`src/rtl/edge_locator.sv`:
```
// Strongest-edge finder for 5-pixel beats: 3-stage pipeline (capture, gap max,
// confirm FSM + output register) with a valid/ready event output.

module edge_gap #(
  parameter int PIXEL_W = 8
) (
  input  logic [PIXEL_W-1:0] a,
  input  logic [PIXEL_W-1:0] b,
  output logic [PIXEL_W-1:0] diff,
  output logic               rising
);
  always_comb begin
    rising = (b > a);
    diff   = rising ? (b - a) : (a - b);
  end
endmodule

module edge_locator #(
  parameter int PIXEL_W       = 8,
  parameter int NUM_PIXELS    = 5,
  parameter int THRESHOLD     = 32,
  parameter int CONFIRM_COUNT = 3,
  localparam int GAPS  = NUM_PIXELS - 1,
  localparam int POS_W = (GAPS > 1) ? $clog2(GAPS) : 1
) (
  input  logic                          clock,
  input  logic                          reset,
  input  logic                          in_valid,
  output logic                          in_ready,
  input  logic [NUM_PIXELS*PIXEL_W-1:0] in_pixels,
  output logic                          out_valid,
  input  logic                          out_ready,
  output logic [POS_W-1:0]              out_position,
  output logic [PIXEL_W-1:0]            out_magnitude,
  output logic                          out_rising,
  output logic [15:0]                   edge_count
);
  localparam int CNT_W = $clog2(CONFIRM_COUNT + 1);
  localparam logic [PIXEL_W-1:0] THR  = PIXEL_W'(THRESHOLD);
  localparam logic [CNT_W-1:0]   CONF = CNT_W'(CONFIRM_COUNT);

  typedef enum logic [1:0] {IDLE, TRACK, LOCKED} state_t;

  logic advance;

  // vld_pipe bit 1 = S1 (pixels), bit 2 = S2 (max difference)
  logic [2:1] vld_pipe_q, vld_pipe_d;
  logic [NUM_PIXELS-1:0][PIXEL_W-1:0] pix_q, pix_d;

  logic [GAPS-1:0][PIXEL_W-1:0] gap_diff;
  logic [GAPS-1:0]              gap_rise;
  logic [PIXEL_W-1:0]           max_mag;
  logic [POS_W-1:0]             max_pos;
  logic                         max_rise;

  logic [PIXEL_W-1:0] mag_q, mag_d;
  logic [POS_W-1:0]   pos_q, pos_d;
  logic               rise_q, rise_d;

  state_t             state_q, state_d;
  logic [POS_W-1:0]   trk_pos_q, trk_pos_d;
  logic               trk_rise_q, trk_rise_d;
  logic [CNT_W-1:0]   cnt_q, cnt_d;
  logic               emit, cand, same;

  logic               out_valid_q, out_valid_d;
  logic [POS_W-1:0]   out_pos_q, out_pos_d;
  logic [PIXEL_W-1:0] out_mag_q, out_mag_d;
  logic               out_rise_q, out_rise_d;
  logic [15:0]        edge_count_q, edge_count_d;

  assign in_ready      = !out_valid_q || out_ready;
  assign advance       = in_ready;
  assign out_valid     = out_valid_q;
  assign out_position  = out_pos_q;
  assign out_magnitude = out_mag_q;
  assign out_rising    = out_rise_q;
  assign edge_count    = edge_count_q;

  for (genvar g = 0; g < GAPS; g++) begin : g_gap
    edge_gap #(.PIXEL_W(PIXEL_W)) u_gap (
      .a      (pix_q[g]),
      .b      (pix_q[g+1]),
      .diff   (gap_diff[g]),
      .rising (gap_rise[g])
    );
  end

  // Strict '>' keeps the lowest index on ties.
  always_comb begin
    max_mag  = gap_diff[0];
    max_pos  = '0;
    max_rise = gap_rise[0];
    for (int i = 1; i < GAPS; i++) begin
      if (gap_diff[i] > max_mag) begin
        max_mag  = gap_diff[i];
        max_pos  = POS_W'(i);
        max_rise = gap_rise[i];
      end
    end
  end

  always_comb begin
    vld_pipe_d = vld_pipe_q;
    pix_d      = pix_q;
    mag_d      = mag_q;
    pos_d      = pos_q;
    rise_d     = rise_q;
    if (advance) begin
      vld_pipe_d = {vld_pipe_q[1], in_valid};
      if (in_valid) pix_d = in_pixels;
      if (vld_pipe_q[1]) begin
        mag_d  = max_mag;
        pos_d  = max_pos;
        rise_d = max_rise;
      end
    end
  end

  assign cand = vld_pipe_q[2] && (mag_q >= THR);
  assign same = (pos_q == trk_pos_q) && (rise_q == trk_rise_q);

  always_comb begin
    state_d    = state_q;
    trk_pos_d  = trk_pos_q;
    trk_rise_d = trk_rise_q;
    cnt_d      = cnt_q;
    emit       = 1'b0;
    if (advance && vld_pipe_q[2]) begin
      if (!cand) begin
        state_d = IDLE;
        cnt_d   = '0;
      end else if (state_q == IDLE || !same) begin
        trk_pos_d  = pos_q;
        trk_rise_d = rise_q;
        cnt_d      = CNT_W'(1);
        if (CONFIRM_COUNT == 1) begin
          emit    = 1'b1;
          state_d = LOCKED;
        end else begin
          state_d = TRACK;
        end
      end else if (state_q == TRACK) begin
        cnt_d = cnt_q + CNT_W'(1);
        if (cnt_d == CONF) begin
          emit    = 1'b1;
          state_d = LOCKED;
        end
      end
    end
  end

  // While stalled the event holds; on any advance the old event was consumed.
  always_comb begin
    out_valid_d  = out_valid_q;
    out_pos_d    = out_pos_q;
    out_mag_d    = out_mag_q;
    out_rise_d   = out_rise_q;
    edge_count_d = edge_count_q;
    if (advance) out_valid_d = emit;
    if (emit) begin
      out_pos_d  = pos_q;
      out_mag_d  = mag_q;
      out_rise_d = rise_q;
      if (edge_count_q != 16'hFFFF) edge_count_d = edge_count_q + 16'd1;
    end
  end

  always_ff @(posedge clock) begin
    if (reset) begin
      vld_pipe_q   <= '0;
      pix_q        <= '0;
      mag_q        <= '0;
      pos_q        <= '0;
      rise_q       <= 1'b0;
      state_q      <= IDLE;
      trk_pos_q    <= '0;
      trk_rise_q   <= 1'b0;
      cnt_q        <= '0;
      out_valid_q  <= 1'b0;
      out_pos_q    <= '0;
      out_mag_q    <= '0;
      out_rise_q   <= 1'b0;
      edge_count_q <= '0;
    end else begin
      vld_pipe_q   <= vld_pipe_d;
      pix_q        <= pix_d;
      mag_q        <= mag_d;
      pos_q        <= pos_d;
      rise_q       <= rise_d;
      state_q      <= state_d;
      trk_pos_q    <= trk_pos_d;
      trk_rise_q   <= trk_rise_d;
      cnt_q        <= cnt_d;
      out_valid_q  <= out_valid_d;
      out_pos_q    <= out_pos_d;
      out_mag_q    <= out_mag_d;
      out_rise_q   <= out_rise_d;
      edge_count_q <= edge_count_d;
    end
  end

endmodule

```
`config.mk`:
```
export PLATFORM = sky130hd
export DESIGN_NAME = edge_locator
export DESIGN_NICKNAME = d
export VERILOG_FILES = /design/src/rtl/edge_locator.sv
export SDC_FILE = /design/constraint.sdc
export NUM_CORES = 1
export LEC_CHECK = 0
export CORE_MARGIN = 1
export CORE_UTILIZATION = 40
export CTS_BUF_LIST = sky130_fd_sc_hd__clkbuf_8
export CTS_CLUSTER_SIZE = 10
export DETAILED_ROUTE_END_ITERATION = 8
export DONT_BUFFER_PORTS = 1
export PLACE_DENSITY_LB_ADDON = 0.1
export SLEW_MARGIN = 15
export SYNTH_ARGS = -nofsm -noshare
export SYNTH_HDL_FRONTEND = slang
export SYNTH_HIERARCHICAL = 1
export SYNTH_SLANG_ARGS = --single-unit
```
`constraint.sdc`:
```
create_clock -name clock -period 8.7 [get_ports clock]
set_clock_uncertainty 0.05 [all_clocks]
set_input_delay 0.87 -clock clock [delete_from_list [all_inputs] [get_ports clock]]
set_output_delay 0.87 -clock clock [all_outputs]
set_load 0.005 [all_outputs]
```
==> key figures, run 1 <==
Timing
  • Setup TNS: 0 ns
  • Achievable frequency: 131.9 MHz
  • RSZ-0062 raised after global routing: false
  • Slew Viols, Final: 0
  • Worst-Margin Slew: 0.8112 ns
  • Fin worst setup slack: 1.121 ns
  • Setup violators final: 0
  • Period utilization: 0.8712
  • Worst hold margin: about 0.4 ns
  • Headroom to the max-slew limit: 0.4573
  • Min cycle time layout: 7.579 ns
  • Final Hold Fails: 0

Logic synthesis
  • FFs w/ async S/R, synth: 0
  • Largest cells by area after synthesis: dfxtp_1, ha_1, nand2_1
  • Mapped cell area: 7092 sq um
  • Register bit total from synthesis: 88
  • Yosys Warn Count: 6
  • Syn_area_per_cell: 7.950 sq um
  • Synth cell types: 56
  • Synth top area share: 0.2484
  • Mapped Cells: 892
  • Most frequent cell after synthesis: nand2_1
  • Top cells by count, synth: nand2_1, dfxtp_1, ha_1, a21oi_1, inv_1
  • Post-synthesis sequential area ratio: 0.2484
  • Synth Flop Type: dfxtp_1
  • Synth area leader: dfxtp_1
  • Number of flops mapped to enable cells by yosys: 0
  • Syn nets: 1,030

Setup path
  • Crit. End Element: flop
  • Critical Path Slowest Stage Cell: dfxtp_1
  • Crit start category: flop
  • Critical path arrival: 7.82 ns
  • Worst-path maximum fanout: 19
  • CP Class: flop to flop
  • Max incr delay on CP: 0.58 ns
  • Crit-path most repeated cell: ha_1
  • Required time of the critical path: 8.94 ns

Global route
  • GRT Total Usage: 0.2028
  • Grt ovf: 0
  • Initial antenna violation count: 0
  • Vias in the first global route: 5,746
  • First-pass GRT wire length: 29.15 mm
  • Largest net degree at the start of global routing: 89

Route
  • Starting DRC count in detailed routing: 225
  • Wire per inst: roughly 16 um
  • Post-Route WL: 17.73 mm
  • Via total after detailed routing: a little under 6,000
  • DRC: 0
  • Initial DRT Pass Iterations: 5
  • Routed vias/inst: approximately 5.5
  • ANT nets after route: 0

Layout
  • N_diodes: 0
  • Share of cells above drive strength 1: 0.05814
  • Non-filler cells, final: between 1,000 and 1,500
  • Area grow syn2layout: 3.405%
  • # fillers: roughly 1,800
  • Layout net count: 993

Place
  • Post-Place Cells: 1,069
  • Pre-CTS WS: 1.136 ns
  • GPL Wtd Cong: approximately 0.87
  • Dpl hpwl: around 14 mm
  • PortBufs: 0

Floorplan
  • Total die area: 18,270 sq um
  • DIE WIDTH: 135.2 um
  • # IOs: 73
  • # rows: 48
  • Chip Height: around 140 um
  • Core footprint: 17,300 sq um
  • Starting density of the core: 0.4100

Clock tree
  • Longest Clk Path Bufs: 2
  • Clk_lat worst skew: 0.38 ns
  • Root Driver: clkbuf_8
  • CTS buffer count: 9
  • Clk pin slew, worst setup/hold paths: 0.10 ns
  • H-tree lvl count: 3
  • PostCTS Resize Cnt: 0
  • Post-CTS Setup Inserts: 0
  • CTS sink cnt: around 90
  • TritonCTS clock tree: built
  • Hold_buf cts: 0

Power and ir drop
  • VDD IR max: 172.9 uV
  • Leakage: 2.863 nW
  • Power density over cell area: 299.0 nW/um^2
  • Final Power: 2.192 mW

Run
  • Max cap viols: 0

Run status
  • Outcome: finished, final reports clean

Min path
  • Worst Hold Class: flop to flop
where the power goes:
| group | total, mW | switching, mW | internal, mW | leakage, nW |
|---|---|---|---|---|
| Clock | 0.334 | 0.169 | 0.165 | 0.115 |
| Sequential | 0.465 | 0.0321 | 0.432 | 0.719 |
| Combinational | 1.39 | 0.843 | 0.551 | 2.03 |
| Total | 2.19 | 1.04 | 1.15 | 2.86 |
metrics by stage:
| step | util | cell area (sq um) |
|---|---|---|
| after CTS | 0.4240 | 7333 |
| after floorplan | - | 7092 |
| after global placement | 0.4110 | 7109 |
| after global routing | 0.4240 | 7333 |
| after detailed placement | 0.4110 | 7109 |
| final | 0.4240 | 7333 |
worst max-delay path, delay by kind of cell, from the launching register on:
family	cells	cell delay (ns)
DFF	1	0.58
and+or+nand+nor	8	1.90
buffers and inverters	3	0.44
AOI/OAI and AO/OA	11	2.89
muxes	1	0.26
adders and majority gates	4	1.33
metal layers:
| metal | share of wire | vias up | GRT usage |
|---|---|---|---|
| met5 | 0 | - | 0 |
| met4 | 0.017 | 0 | 0.06617 |
| met1 | 0.50 | 2749 | 0.2719 |
| met2 | 0.44 | 132 | 0.3268 |
| met3 | 0.043 | 20 | 0.03741 |
| li1 | - | 3027 | - |
final cells by class:
| class | instances | area [sq um] | area share |
|---|---|---|---|
| Timing Repair Buffer | 4 | 30.03 | 0.004095 |
| Sequential cell | 88 | 1762 | 0.2402 |
| Tap cell | 225 | 281.5 | 0.03839 |
| Clock buffer | 9 | 123.9 | 0.01689 |
| Multi-Input combinational cell | 671 | 4732 | 0.6453 |
| Inverter | 81 | 304.0 | 0.04146 |
| Clock inverter | 7 | 100.1 | 0.01365 |
sequential cells by signal, summed over array words and instances (netlist names):
| name | flops |
|---|---|
| edge_count | 16 |
| cnt_q | 2 |
| state_q | 2 |
| out_position | 2 |
| out_magnitude | 8 |
| vld_pipe_q | 2 |
| pix_q | 40 |
| out_rising | 1 |
| mag_q | 8 |
| trk_pos_q | 2 |
| out_valid | 1 |
| rise_q | 1 |
| trk_rise_q | 1 |
| pos_q | 2 |
final timing paths:
kind	cells past startpoint	start	end	slack, ns
worst max-delay path	27	pix_q[9]	mag_q[3]	1.12
worst min register to register	2	vld_pipe_q[1]	vld_pipe_q[1]	0.40
worst min-delay path	2	vld_pipe_q[1]	vld_pipe_q[1]	0.40
worst max register to register	27	pix_q[9]	mag_q[3]	1.12
cell usage in the layout, fill, tap and decap left out, drive strengths merged, types with 2 or more instances in the layout:
| cell type | instances |
|---|---|
| a311oi | 18 |
| a31oi | 8 |
| nor4 | 6 |
| clkinv | 2 |
| and4 | 9 |
| nor2b | 4 |
| o31a | 5 |
| nand3b | 12 |
| dfxtp | 88 |
| or4 | 2 |
| and3 | 6 |
| nand3 | 13 |
| xnor2 | 24 |
| ha | 86 |
| mux2i | 31 |
| xor2 | 17 |
| nand2 | 138 |
| inv | 84 |
| o21a | 10 |
| nor3 | 15 |
| o21ai | 32 |
| nand4 | 9 |
| or3 | 2 |
| o211ai | 2 |
| a21o | 8 |
| a21oi | 89 |
| or2 | 3 |
| clkbuf | 9 |
| o311ai | 9 |
| buf | 4 |
| a211oi | 14 |
| and2 | 9 |
| nor3b | 4 |
| o31ai | 7 |
| fa | 8 |
| a221oi | 8 |
| bufinv | 2 |
| nor2 | 55 |
cell families after synthesis:
logic type / share of synthesized area
DFF: 0.2484
buffers and inverters: 0.08557
xor gates and xnor gates: 0.05169
muxes: 0.04375
AOI/OAI and AO/OA: 0.1988
and+or+nand+nor: 0.1974
adders and majority gates: 0.1743
No activity file was read; power rests on OpenSTA's default activity.
==> inputs of run 2 (changes only) <==
--- a/config.mk
+++ b/config.mk
@@ -5,12 +5,14 @@
 export SDC_FILE = /design/constraint.sdc
 export NUM_CORES = 1
 export LEC_CHECK = 0
+export ABC_AREA = 1
 export CORE_MARGIN = 1
 export CORE_UTILIZATION = 40
 export CTS_BUF_LIST = sky130_fd_sc_hd__clkbuf_8
 export CTS_CLUSTER_SIZE = 10
 export DETAILED_ROUTE_END_ITERATION = 8
 export DONT_BUFFER_PORTS = 1
+export GPL_ROUTABILITY_DRIVEN = 0
 export PLACE_DENSITY_LB_ADDON = 0.1
 export SLEW_MARGIN = 15
 export SYNTH_ARGS = -nofsm -noshare
==> run 2 against run 1 <==
Against the previous run:
- power down 2.6%
- cell area is 15% higher
- first-iteration DRC count rose by 73%
- global-route usage decreased by 0.24 points
- setup slack gained 1.1 ns
==> key figures, run 2 <==
Run status
  • Outcome: finished, final reports clean

Run
  • Max cap viols: 0 (unchanged)

Floorplan
  • Chip Height: 143.7 um (+6.3%)
  • # IOs: 73 (unchanged)
  • DIE WIDTH: 143.7 um (+6.3%)
  • Total die area: 20,640 sq um (+13%)
  • # rows: 51 (+6.3%)
  • Core footprint: 19,590 sq um (+13%)
  • Starting density of the core: 0.4098 (about the same)

Route
  • Starting DRC count in detailed routing: 389 (+73%)
  • Wire per inst: 12.50 um (-23%)
  • Post-Route WL: 19.32 mm (+9.0%)
  • Routed vias/inst: 4.671 (-14%)
  • Initial DRT Pass Iterations: 5 (unchanged)
  • Via total after detailed routing: 7,222 (+22%)
  • ANT nets after route: 0 (unchanged)
  • DRC: 0 (unchanged)

Timing
  • Slew Viols, Final: 0 (unchanged)
  • Setup TNS: 0 ns (unchanged)
  • Setup violators final: 0 (unchanged)
  • Min cycle time layout: 6.504 ns (-1.075 ns)
  • Period utilization: 0.7476 (-0.1236)
  • RSZ-0062 raised after global routing: false
  • Fin worst setup slack: 2.196 ns (+1.075 ns)
  • Headroom to the max-slew limit: 0.6254 (+0.1681)
  • Achievable frequency: 153.8 MHz (+17%)
  • Final Hold Fails: 0 (unchanged)
  • Worst-Margin Slew: 0.5619 ns (-0.2492 ns)

Setup path
  • Critical path arrival: 6.76 ns (-1.06 ns)
  • Worst reg-to-reg setup slack: 2.20 ns (+1.08 ns)
  • Worst reg2reg path endpoint: pos_q[1]
  • Max incr delay on CP: 0.56 ns (-0.02 ns)
  • Critical R2R Launch: pix_q[9]
  • CP Class: flop to flop
  • Critical Path Start: pix_q[9]
  • Critical Path Slowest Stage Cell: dfxtp_1
  • Crit start category: flop
  • Crit. End Element: flop
  • Worst-path maximum fanout: 11 (-8)
  • Critical path endpoint: pos_q[1]
  • Crit-path most repeated cell: nand2_1
  • Required time of the critical path: 8.95 ns (about the same)
  • R2R cell count: 41 (+52%)

Min path
  • HP Start: mag_q[4]
  • Worst Hold Class: flop to flop

Logic synthesis
  • Syn nets: 1,432 (+39%)
  • Mapped cell area: 8029 sq um (+13%)
  • Number of flops mapped to enable cells by yosys: 0 (unchanged)
  • Synth area leader: dfxtp_1
  • Register bit total from synthesis: 88 (unchanged)
  • FFs w/ async S/R, synth: 0 (unchanged)
  • Synth top area share: 0.2194 (-0.02899)
  • Largest cells by area after synthesis: dfxtp_1, nand2_1, ha_1
  • Synth Flop Type: dfxtp_1
  • Post-synthesis sequential area ratio: 0.2194 (-0.02899)
  • Syn_area_per_cell: 6.205 sq um (-22%)
  • Mapped Cells: 1,294 (+45%)
  • Most frequent cell after synthesis: nand2_1
  • Yosys Warn Count: 6 (unchanged)
  • Top cells by count, synth: nand2_1, inv_1, nor2_1, dfxtp_1, ha_1
  • Synth cell types: 37 (-34%)

Clock tree
  • TritonCTS clock tree: built
  • Hold_buf cts: 0 (unchanged)
  • Clk pin slew, worst setup/hold paths: 0.11 ns (about the same)
  • Post-CTS Setup Inserts: 0 (unchanged)
  • H-tree lvl count: 3 (unchanged)
  • Longest Clk Path Bufs: 2 (unchanged)
  • PostCTS Resize Cnt: 0 (unchanged)
  • Root Driver: clkbuf_8
  • Clk_lat worst skew: 0.39 ns (about the same)
  • CTS buffer count: 9 (unchanged)
  • CTS sink cnt: 88 (unchanged)

Global route
  • Grt ovf: 0 (unchanged)
  • Vias in the first global route: 6,739 (+17%)
  • Largest net degree at the start of global routing: 63 (-29%)
  • First-pass GRT wire length: 32.73 mm (+12%)
  • Initial antenna violation count: 0 (unchanged)
  • GRT Total Usage: 0.2005 (-0.002380)

Power and ir drop
  • Combinational cell fraction of total power: 0.646 (+0.010)
  • Sw Share: 0.5155 (+0.03951)
  • Pint: 1.034 mW (-10%)
  • Clock power frac: 0.138 (-0.014)
  • Switching power total: 1.101 mW (+5.5%)
  • Final Power: 2.135 mW (-2.6%)
  • Sequential power share: 0.216 (+0.004)
  • Leakage: 4.385 nW (+53%)
  • Power density over cell area: 254.1 nW/um^2 (-15%)
  • VDD IR max: 129.8 uV (-25%)

Place
  • Post-Place Cells: 1,530 (+43%)
  • PortBufs: 0 (unchanged)
  • Pre-CTS WS: 2.280 ns (+1.144 ns)
  • Dpl hpwl: 15.58 mm (+12%)

Layout
  • Leading cell type in the layout, fill and taps excluded: nand2_1
  • N_diodes: 0 (unchanged)
  • Layout net count: 1,414 (+42%)
  • Number of flip-flops in the largest register: 40 (unchanged)
  • Largest reg by FF count: pix_q
  • Most frequent cells in the layout: nand2_1, inv_1, nor2_1, dfxtp_1, ha_1
  • Share of cells above drive strength 1: 0.06792 (+0.009776)
  • Non-filler cells, final: 1,546 (+42%)
  • Area grow syn2layout: 4.660%
[run 2: cell count changes after synthesis, moves of 31 or more]
cell / before / now
o21ai_0: 32 / 65
a21oi_1: 85 / 50
mux2i_1: 31 / 0
nand3_1: 12 / 81
inv_1: 81 / 228
nor2_1: 55 / 147
nand2_1: 138 / 364
[run 2: layout make-up]
type                       count  area (sq um)
timing repair buffer           3         22.52
clock buffer                   9         123.9
clock inverter                 7         71.32
multi-input combinational    939          5207
fill                        2242         11190
inverter                     235         884.6
sequential                    88          1762
tap                          265         331.6
[run 2: cell families (layout without fill, tap and decap cells)]
family,count (synthesis),in the layout,share of synthesized area
flops,88,88,0.2194
compound gates,142,142,0.1000
fa+ha+maj,94,94,0.1540
xor+xnor,34,34,0.03709
buf+inv,267,254,0.1320
simple gates,669,669,0.3575
[run 2: power by group through the flow]
stage	registers [mW]	logic, mW	clock network (mW)
after detailed placement	0.471	1.38	0
final	0.461	1.38	0.295
after CTS	0.462	1.39	0.311
after floorplan	0.459	1.10	0
after global routing	0.466	1.60	0.323
after global placement	0.471	1.37	0
[run 2: how the worst min path moves through the flow]
stage / cells past startpoint / end
floorplan: 2 / mag_q[0]
global placement: 2 / mag_q[0]
detailed placement: 2 / mag_q[4]
CTS: 2 / mag_q[4]
global route: 1 / edge_count[10]
finish: 2 / mag_q[4]
[run 2: critical path: cells and delay by family, from the launching register on]
| kind | cells | cell delay (ns) |
|---|---|---|
| AOI/OAI and AO/OA | 3 | 0.36 |
| buffers and inverters | 8 | 1.01 |
| and+or+nand+nor | 26 | 3.19 |
| DFF | 1 | 0.56 |
| adders and majority gates | 4 | 1.22 |
[run 2: per-layer routing]
metal,part of all wire,up-vias,global-route usage,routed length (um)
met1,0.55,3153,0.2888,10570
met4,0.0080,0,0.03863,154
met2,0.42,103,0.3140,8073
li1,-,3956,-,-
met5,0,-,0,0
met3,0.027,10,0.03099,523
[run 2: through the flow]
step,hold slack (ns),utilization,area (sq um)
floorplan,0.3922,-,8029
CTS,0.4227,0.4289,8403
detailed placement,0.4067,0.4190,8208
global route,0.4373,0.4289,8403
finish,0.4194,0.4289,8403
global placement,0.3949,0.4190,8208
